==> src/rtl/instr_loader_pkg.sv <==
// Shared types and constants for the instruction loader.
// LOADER_CHECKSUM_EN adds the CHECK state used by the checksum trailer.
package loader_pkg;

    localparam int unsigned BYTES_PER_WORD = 4;

    typedef enum logic [2:0] {
        S_IDLE  = 3'd0,
        S_RECV  = 3'd1,
        S_WRITE = 3'd2,
`ifdef LOADER_CHECKSUM_EN
        S_CHECK = 3'd3,
`endif
        S_DONE  = 3'd4
    } loader_state_t;

endpackage

==> src/rtl/instr_loader_if.sv <==
// Byte-stream input and instruction-RAM write port of the loader.
// master = loader side, slave = byte source / RAM side.
interface instr_loader_if #(
    parameter int unsigned ADDR_WIDTH = 8
);
    logic                  in_valid;
    logic [7:0]            in_data;
    logic                  in_ready;
    logic                  we;
    logic [ADDR_WIDTH-1:0] waddr;
    logic [31:0]           wdata;

    modport master (
        input  in_valid, in_data,
        output in_ready, we, waddr, wdata
    );

    modport slave (
        output in_valid, in_data,
        input  in_ready, we, waddr, wdata
    );
endinterface

==> src/rtl/instr_loader_byte_packer.sv <==
// Little-endian byte-to-word assembler: byte k lands in bits [8k+7:8k].
// Independent of LOADER_CHECKSUM_EN.
module byte_packer
    import loader_pkg::*;
(
    input  logic        clk,
    input  logic        rst,
    input  logic        clr,
    input  logic        push,
    input  logic [7:0]  byte_in,
    output logic [31:0] word_out,
    output logic        full,
    output logic [1:0]  byte_idx
);

    logic [31:0] word_q;
    logic [1:0]  idx_q;
    logic        full_q;

    // clr resets only the index so the finished word stays readable
    always_ff @(posedge clk) begin
        if (rst) begin
            word_q <= '0;
            idx_q  <= '0;
            full_q <= 1'b0;
        end else if (clr) begin
            idx_q  <= '0;
            full_q <= 1'b0;
        end else if (push) begin
            word_q[{idx_q, 3'b000} +: 8] <= byte_in;
            idx_q  <= idx_q + 2'd1;
            full_q <= (idx_q == 2'(BYTES_PER_WORD - 1));
        end
    end

    assign word_out = word_q;
    assign full     = full_q;
    assign byte_idx = idx_q;

endmodule

==> src/rtl/instr_loader.sv <==
// Loads a program into instruction RAM from a byte stream, holding the CPU in reset.
// Define LOADER_CHECKSUM_EN to require a trailing XOR checksum byte and drive err.
module instr_loader
    import loader_pkg::*;
#(
    parameter int unsigned ADDR_WIDTH = 8,
    parameter int unsigned DATA_WIDTH = 32
) (
    input  logic                clk,
    input  logic                rst,
    input  logic                start,
    input  logic [ADDR_WIDTH:0] num_words,
    instr_loader_if.master      bus,
    output logic                cpu_hold,
    output logic                busy,
    output logic                done,
    output logic                err
);

    localparam logic [ADDR_WIDTH:0]   DEPTH_W  = {1'b1, {ADDR_WIDTH{1'b0}}};
    localparam logic [ADDR_WIDTH:0]   CNT_ONE  = (ADDR_WIDTH + 1)'(1);
    localparam logic [ADDR_WIDTH-1:0] ADDR_ONE = ADDR_WIDTH'(1);

    loader_state_t         state, state_n;
    logic [ADDR_WIDTH:0]   count_q, wcnt_q, count_sat;
    logic [ADDR_WIDTH-1:0] waddr_q;
    logic                  in_ready_q, we_q, busy_q, done_q;
    logic                  start_acc, push, last_word, full;
    logic [1:0]            byte_idx;
    logic [31:0]           word;

    assign start_acc = (state == S_IDLE) && start;
    assign push      = (state == S_RECV) && in_ready_q && bus.in_valid;
    assign last_word = (wcnt_q + CNT_ONE) == count_q;
    assign count_sat = (num_words > DEPTH_W) ? DEPTH_W : num_words;

    byte_packer u_packer (
        .clk      (clk),
        .rst      (rst),
        .clr      (start_acc || full),
        .push     (push),
        .byte_in  (bus.in_data),
        .word_out (word),
        .full     (full),
        .byte_idx (byte_idx)
    );

`ifdef LOADER_CHECKSUM_EN
    logic       check_acc;
    logic [7:0] csum_q;
    logic       err_q;

    assign check_acc = (state == S_CHECK) && in_ready_q && bus.in_valid;

    always_ff @(posedge clk) begin
        if (rst || start_acc) begin
            csum_q <= '0;
            err_q  <= 1'b0;
        end else begin
            if (push)
                csum_q <= csum_q ^ bus.in_data;
            if (check_acc && (bus.in_data != csum_q))
                err_q <= 1'b1;
        end
    end

    assign err = err_q;
`else
    assign err = 1'b0;
`endif

    always_comb begin
        state_n = state;
        case (state)
            S_IDLE:  if (start) state_n = (count_sat == '0) ? S_DONE : S_RECV;
            S_RECV:  if (push && byte_idx == 2'(BYTES_PER_WORD - 1)) state_n = S_WRITE;
            S_WRITE: begin
                if (last_word)
`ifdef LOADER_CHECKSUM_EN
                    state_n = S_CHECK;
`else
                    state_n = S_DONE;
`endif
                else
                    state_n = S_RECV;
            end
`ifdef LOADER_CHECKSUM_EN
            S_CHECK: if (check_acc) state_n = S_DONE;
`endif
            S_DONE:  state_n = S_IDLE;
            default: state_n = S_IDLE;
        endcase
    end

    // Outputs are registered from the next state so they line up with state
    always_ff @(posedge clk) begin
        if (rst) begin
            state      <= S_IDLE;
            count_q    <= '0;
            wcnt_q     <= '0;
            waddr_q    <= '0;
            in_ready_q <= 1'b0;
            we_q       <= 1'b0;
            busy_q     <= 1'b0;
            done_q     <= 1'b0;
        end else begin
            state      <= state_n;
`ifdef LOADER_CHECKSUM_EN
            in_ready_q <= (state_n == S_RECV) || (state_n == S_CHECK);
`else
            in_ready_q <= (state_n == S_RECV);
`endif
            we_q       <= (state_n == S_WRITE);
            busy_q     <= (state_n != S_IDLE);
            done_q     <= (state_n == S_DONE);
            if (start_acc) begin
                count_q <= count_sat;
                wcnt_q  <= '0;
                waddr_q <= '0;
            end else if (state == S_WRITE) begin
                wcnt_q  <= wcnt_q + CNT_ONE;
                waddr_q <= waddr_q + ADDR_ONE;
            end
        end
    end

    assign bus.in_ready = in_ready_q;
    assign bus.we       = we_q;
    assign bus.waddr    = waddr_q;
    assign bus.wdata    = word[DATA_WIDTH-1:0];
    assign busy         = busy_q;
    assign cpu_hold     = busy_q;
    assign done         = done_q;

endmodule

==> src/flat_wrapper.sv <==
// flat-port wrapper written by rule: the top's interface ports become plain ports
module instr_loader_flat import loader_pkg::*;
#(
    parameter int unsigned ADDR_WIDTH = 8,
    parameter int unsigned DATA_WIDTH = 32
)
  (clk, rst, start, num_words, cpu_hold, busy, done, err, bus_in_valid, bus_in_data, bus_in_ready, bus_we, bus_waddr, bus_wdata);
  instr_loader_if #(.ADDR_WIDTH(ADDR_WIDTH)) bus_i ();
  input  logic clk;
  input  logic rst;
  input  logic start;
  input  logic [ADDR_WIDTH:0] num_words;
  output logic cpu_hold;
  output logic busy;
  output logic done;
  output logic err;
  input wire logic [$bits(bus_i.in_valid)-1:0] bus_in_valid;
  input wire logic [$bits(bus_i.in_data)-1:0] bus_in_data;
  output wire logic [$bits(bus_i.in_ready)-1:0] bus_in_ready;
  output wire logic [$bits(bus_i.we)-1:0] bus_we;
  output wire logic [$bits(bus_i.waddr)-1:0] bus_waddr;
  output wire logic [$bits(bus_i.wdata)-1:0] bus_wdata;
  assign bus_i.in_valid = bus_in_valid;
  assign bus_i.in_data = bus_in_data;
  assign bus_in_ready = bus_i.in_ready;
  assign bus_we = bus_i.we;
  assign bus_waddr = bus_i.waddr;
  assign bus_wdata = bus_i.wdata;
  instr_loader #(.ADDR_WIDTH(ADDR_WIDTH), .DATA_WIDTH(DATA_WIDTH)) u_core (.clk(clk), .rst(rst), .start(start), .num_words(num_words), .bus(bus_i), .cpu_hold(cpu_hold), .busy(busy), .done(done), .err(err));
endmodule
==> config.mk <==
export PLATFORM = sky130hd
export DESIGN_NAME = instr_loader_flat
export DESIGN_NICKNAME = d
export VERILOG_FILES = /design/src/rtl/instr_loader_pkg.sv /design/src/rtl/instr_loader_if.sv /design/src/rtl/instr_loader_byte_packer.sv /design/src/rtl/instr_loader.sv /design/src/flat_wrapper.sv
export SDC_FILE = /design/constraint.sdc
export NUM_CORES = 1
export LEC_CHECK = 0
export BUFFER_PORTS_ARGS = -buffer_cell sky130_fd_sc_hd__buf_2
export CORE_MARGIN = 4
export CORE_UTILIZATION = 48
export CTS_CLUSTER_SIZE = 40
export DETAILED_ROUTE_END_ITERATION = 7
export MAX_ROUTING_LAYER = met4
export PLACE_DENSITY_LB_ADDON = 0.2
export SYNTH_ARGS = -nofsm -noshare
export SYNTH_HDL_FRONTEND = slang
export SYNTH_SLANG_ARGS = --single-unit
==> constraint.sdc <==
create_clock -name clk -period 1.7 [get_ports clk]
set_clock_uncertainty 0.05 [all_clocks]
set_input_delay 0.085 -clock clk [delete_from_list [all_inputs] [get_ports clk]]
set_output_delay 0.085 -clock clk [all_outputs]
set_load 0.005 [all_outputs]
* Word-level counts from Yosys, hierarchy flattened
Index checks and enable logic that the tools add are counted.
Storage, ports and cells: output and inout port bits 46, input bits 21, register bits 68, word-level logic and storage cells 44
Operators by class: shift-type cells 2, multiplexer cells 7, bitwise gates (word level) 1, order comparisons 1, reductions and logical operators 11, add/subtract/negate cells 4, equality and inequality tests 7
Operators by type and width (number):
- $bwmux 32 | 1
- $shift 8x7->32 const A | 1
- $shiftx 8x7->32 | 1
- $mux 3 | 4
- $add 9x1->9 const B | 1
- $eq 9x9->1 | 1
- $gt 9x9->1 const B | 1
- $logic_not 9->1 | 1
- $mux 9 | 1
- $pmux 3 s3 | 1
- $add 8x1->8 const B | 1
- $neg 5->7 | 1
- $eq 3x1->1 const B | 2
- $eq 3x2->1 const B | 2
- $logic_and 1x1->1 | 4
- $reduce_or 2->1 | 2
- $eq 3x3->1 const B | 1
- $logic_not 3->1 | 1
- $reduce_bool 3->1 | 1
- $add 2x1->2 const B | 1
- $eq 2x2->1 const B | 1
- $reduce_and 2->1 | 1
- $logic_or 1x1->1 | 1
- $not 1->1 | 1

* Depth between registers and ports, before layout
depth after elaboration 7, depth in mapped cells 7, gate-level depth less buffers 7

* Modules after synthesis
From an unflattened synthesis, not the netlist that was laid out.
Unflattened totals: cell total of the unflattened synthesis 281, area, all modules 2960.3 µm²
Modules (own cells, without submodules):
- instr_loader | cells an instance 176, seq. area each 660.6 µm², times used 1, area an instance 1642.8 µm²
- byte_packer | cells an instance 105, seq. area each 700.7 µm², times used 1, area an instance 1317.5 µm²

* Worst setup path before layout
OpenSTA, ideal clock, no wires.
path type register -> register, start point register u_core.u_packer.idx_q[0], in the netlist u_core.u_packer.byte_idx[0], end point register u_core.u_packer.word_q[0], in the netlist u_core.u_packer.word_out[0], clock period less this slack 1.810 ns, path buffers 0, data arrival time 1.690 ns, library setup time 0.070 ns, path slack -0.110 ns, cell stages (with the launch flop) 6, required time 1.580 ns, path through dfxtp_1 -> inv_1 -> ha_1 -> nor3b_1 -> nand3_1 -> a21oi_1
On the way: word-level cells in the longest chain between the ends 3, elaborated cells between the ends (all ways) 4, those cells by class 1 x add/sub; 2 x shift; 1 x mux
RTL lines:
- start: declaration | RTL line instr_loader_byte_packer.sv:17 | logic [1:0] idx_q;
- start signal: assignment | RTL line instr_loader_byte_packer.sv:31 | idx_q <= idx_q + 2'd1;
- $neg 5->7 (*) | RTL line instr_loader_byte_packer.sv:30 | word_q[{idx_q, 3'b000} +: 8] <= byte_in;
- $shiftx 8x7->32 / $shift 8x7->32 (equally long branches) | RTL line instr_loader_byte_packer.sv:30
- $bwmux 32 (*) | RTL line instr_loader_byte_packer.sv:30
- end signal: indexed assignment | RTL line instr_loader_byte_packer.sv:30
- end: declaration | RTL line instr_loader_byte_packer.sv:16 | logic [31:0] word_q;
Mark *: on every way between the ends. The rest lies on a longest branch, timed or not. A chain may end at the register's enable or synchronous reset.

* Final worst setup path
start point register u_core.wcnt_q[1], end point register u_core.in_ready_q, in the netlist u_core.bus.in_ready
On the way: word-level cells in the longest chain between the ends 5
RTL lines:
- start: declaration | RTL line instr_loader.sv:25 | logic [ADDR_WIDTH:0] count_q, wcnt_q, count_sat;
- start signal: assignment | RTL line instr_loader.sv:121 | wcnt_q <= wcnt_q + CNT_ONE;
- $add 9x1->9 | RTL line instr_loader.sv:34 | assign last_word = (wcnt_q + CNT_ONE) == count_q;
- $eq 9x9->1 | RTL line instr_loader.sv:34
- $mux 3 | RTL line instr_loader.sv:78 | if (last_word)
- $pmux 3 s3 | RTL line instr_loader.sv:74 | case (state)
- $eq 3x1->1 | RTL line instr_loader.sv:111 | in_ready_q <= (state_n == S_RECV);
- end signal: assignment | RTL line instr_loader.sv:111
- end: declaration | RTL line instr_loader.sv:27 | logic in_ready_q, we_q, busy_q, done_q;
Every way passes these cells.

==> results.toml <==
[sta]
fin_crit_ps = 1680
fin_crit_sh_pct = 99.0
fmax_mhz = 594
whs_ps = 15.2
rsz0062_at_grt = "true"
finalHoldViolCount = 0
setup_viol = 0
maxSlewViolCount = 0
fin_ws_ps = 16.7

[grt]
gr-total-overflow = 0
grt_max_degree = 28
grt_pass1_wl_um = 12200
antenna_found_initial = 0
grt_pass1_vias = 2619
grt_use_total_pct = 21.4

[die]
coreArea_um2 = 5990
num_rows = 28
die_h_um = 86.9
ioPinCount = 67
die_area_um2 = 7550
die_x_um = 86.9
initial_utilization_pct = 49.9

[cts]
cts-htree-levels = 3
cts_sinks = 68
clk_latency_ps = 340
clk_path_buf_depth = 2
clkSlewWorstSetupHoldPaths_ps = 70
cts_buffers = 9
clockRootBuffer = "clkbuf_8"
cts_tree = "done"

[yosys]
postSynthCellCount = 338
yosys.area.top_type = "dfxtp_1"
ys_seq_area_share_pct = 45.6
netlist.area_leader.share_pct = 45.6
synthTopCellsByArea = "dfxtp_1 (46%), nand3_1 (6.4%), nand2_1 (6.3%)"
yosys.cell_types.count = 42
async_flop_share_pct = 0
synth_edf_count = 0
synth_fp_nets = 367
synth-seq-cells = 68
syn_area_um2 = 2990
synth.avg_cell_area_um2 = 8.84
synth_warnings = 0
synthFlopType = "dfxtp_1"

[finish]
final_cell_mix = "buf_2 (65), dfxtp_1 (57), nand2_1 (46)"
fillers = 514
nets = 467
fin_area_um2 = 4000
drive_above_1_share_pct = 33.4
layout-area-overhead-vs-synth_pct = 34.0
fin_cells = 518
mostFrequentLayoutCell = "buf_2"
diodes = 0

[worst_setup_path]
path_cells = "buf_4 -> and4_4 -> a221oi_2 -> a221oi_2 -> a211oi_2 -> nand2b_4 -> a31oi_1"
r2r_setup_slack_ps = 20
worst_path_largest_cell_delay_ps = 330
cpMostUsedCell = "a221oi_2"
r2r-end = "u_core.bus.in_ready"
crit_type = "reg2reg"
cp.arrival_ps = 1850
critPathCaptureType = "register"
r2r_start = "u_core.wcnt_q[1]"
cpMaxStageDelayCell = "dfxtp_2"
cp.required_ps = 1870
worstSetupStartpointType = "register"
cp_max_fo = 4
r2r_cells = 7

[hold_path]
whs_endpoint = "u_core.u_packer.word_out[11]"
hold_class = "in2reg"
hold_depth = 3
min-delay-start = "bus_in_data[3]"

[placement]
pre_cts_ws_ps = -95.4
dpl.hpwl_um = 4990
placed_area_um2 = 3480
gp_congestion = 0.876
placed_cells = 482
port_buffers = 65

[route]
drtPass1Iterations = 4
vias = 2710
drcViolationCount = 0
wl_um = 7390
avgViaCountPerCell = 5.23
detail-route-antenna-nets = 0
wl_per_cell_um = 14.3
drt_iter0_markers = 96

[pwr]
power.leakage_uw = 0.00165
powerDensity_nw_per_um2 = 774
total_power_uw = 3100
vdd_ir_drop_max_uv = 470

[flow_run]
drv_cap = 0

[outcome]
outcome = "completed"
## per-layer routing
metal,vias to the layer above,track usage (%),routed length [um],share of wire [%]
li1,1379,-,-,-
met1,1256,25.7,3250,44
met2,63,33.1,3570,48
met3,12,6.81,410,5.6
met4,0,8.92,157,2.1
met5,-,-,0,0
## per-stage QoR
step	setup TNS, ps	utilization, %
finish	0	66.8
global route	-462	66.8
CTS	-7.65	64.3
detailed placement	-308	58.1
global placement	-196	58.1
floorplan	-2970	-
## layout make-up
type | instances | area [um2] | share of cell area, %
multi-input combinational | 249 | 1650 | 41.1
sequential | 68 | 1380 | 34.4
timing repair buffer | 108 | 696 | 17.4
clock buffer | 11 | 131 | 3.28
tap | 75 | 93.8 | 2.34
clock inverter | 5 | 52.6 | 1.31
inverter | 2 | 7.51 | 0.188
## cell usage after synthesis, types with 3 or more instances
cell      count
dfxtp_1      68
nand2_1      50
nand3_1      38
a21oi_1      36
nor2_1       23
xor2_1       15
xnor2_1      10
ha_1          8
nor3b_1       8
buf_4         7
a22o_1        6
buf_2         6
clkbuf_1      6
nor4_1        6
nand4_1       5
a31oi_1       4
and2_1        4
mux2i_1       3
nand3b_1      3
nor3_1        3
## state kept, by name, summed over array words and instances, names as in the netlist
signal,cells
u_core.state,3
u_core.bus.we,1
u_core.count_q,9
u_core.busy,1
u_core.u_packer.byte_idx,2
u_core.u_packer.full,1
u_core.wcnt_q,9
u_core.bus.in_ready,1
u_core.u_packer.word_out,32
u_core.bus.waddr,8
u_core.done,1
## worst max path at each step
stage / startpoint / endpoint / slack, ps / cells after the start
after floorplan: u_core.u_packer.byte_idx[0] / u_core.u_packer.word_out[0] / -110 / 5
after global placement: u_core.wcnt_q[1] / u_core.state[0] / -100 / 7
after detailed placement: u_core.wcnt_q[1] / u_core.state[0] / -100 / 7
after CTS: u_core.wcnt_q[0] / u_core.bus.in_ready / -8 / 7
after global routing: u_core.wcnt_q[0] / u_core.state[2] / -120 / 7
final: u_core.wcnt_q[1] / u_core.bus.in_ready / 20 / 7
## worst max-delay path, delay by kind of cell, from the launching register on
family	cells	cell delay, ps
flip-flops	1	330
AND/OR/NAND/NOR	2	350
buffers and inverters	1	140
AO/OA/AOI/OAI	4	690
## where the power goes
part / total [uW] / switching [uW] / leakage [uW] / internal, uW
Sequential: 1630 / 17.1 / 0.000555 / 1610
Combinational: 220 / 115 / 0.00100 / 105
Clock: 1250 / 581 / 0.0000931 / 670
## cells by family (layout without fill, tap and decap cells)
family,Yosys count,in the layout,synth area share [%]
multiplexers,3,3,1.01
buffers and inverters,21,126,3.77
AO/OA/AOI/OAI,56,56,11.2
adder cells (fa/ha/maj),8,8,3.35
AND/OR/NAND/NOR,156,156,27.6
XOR/XNOR,25,25,7.33
flip-flops,68,68,45.6
other,1,1,0.126
## timing repair
| item | in CTS | in global routing |
|---|---|---|
| pin swaps | 0 | 5 |
| setup endpoints to repair | 34 | 39 |
| gates resized for setup | 9 | 31 |
| endpoints found under the hold margin | 33 | 0 |
| buffers inserted | 0 | 4 |
| hold buffers | 16 | 0 |
Note: power is estimated with default switching activity, not from simulation.
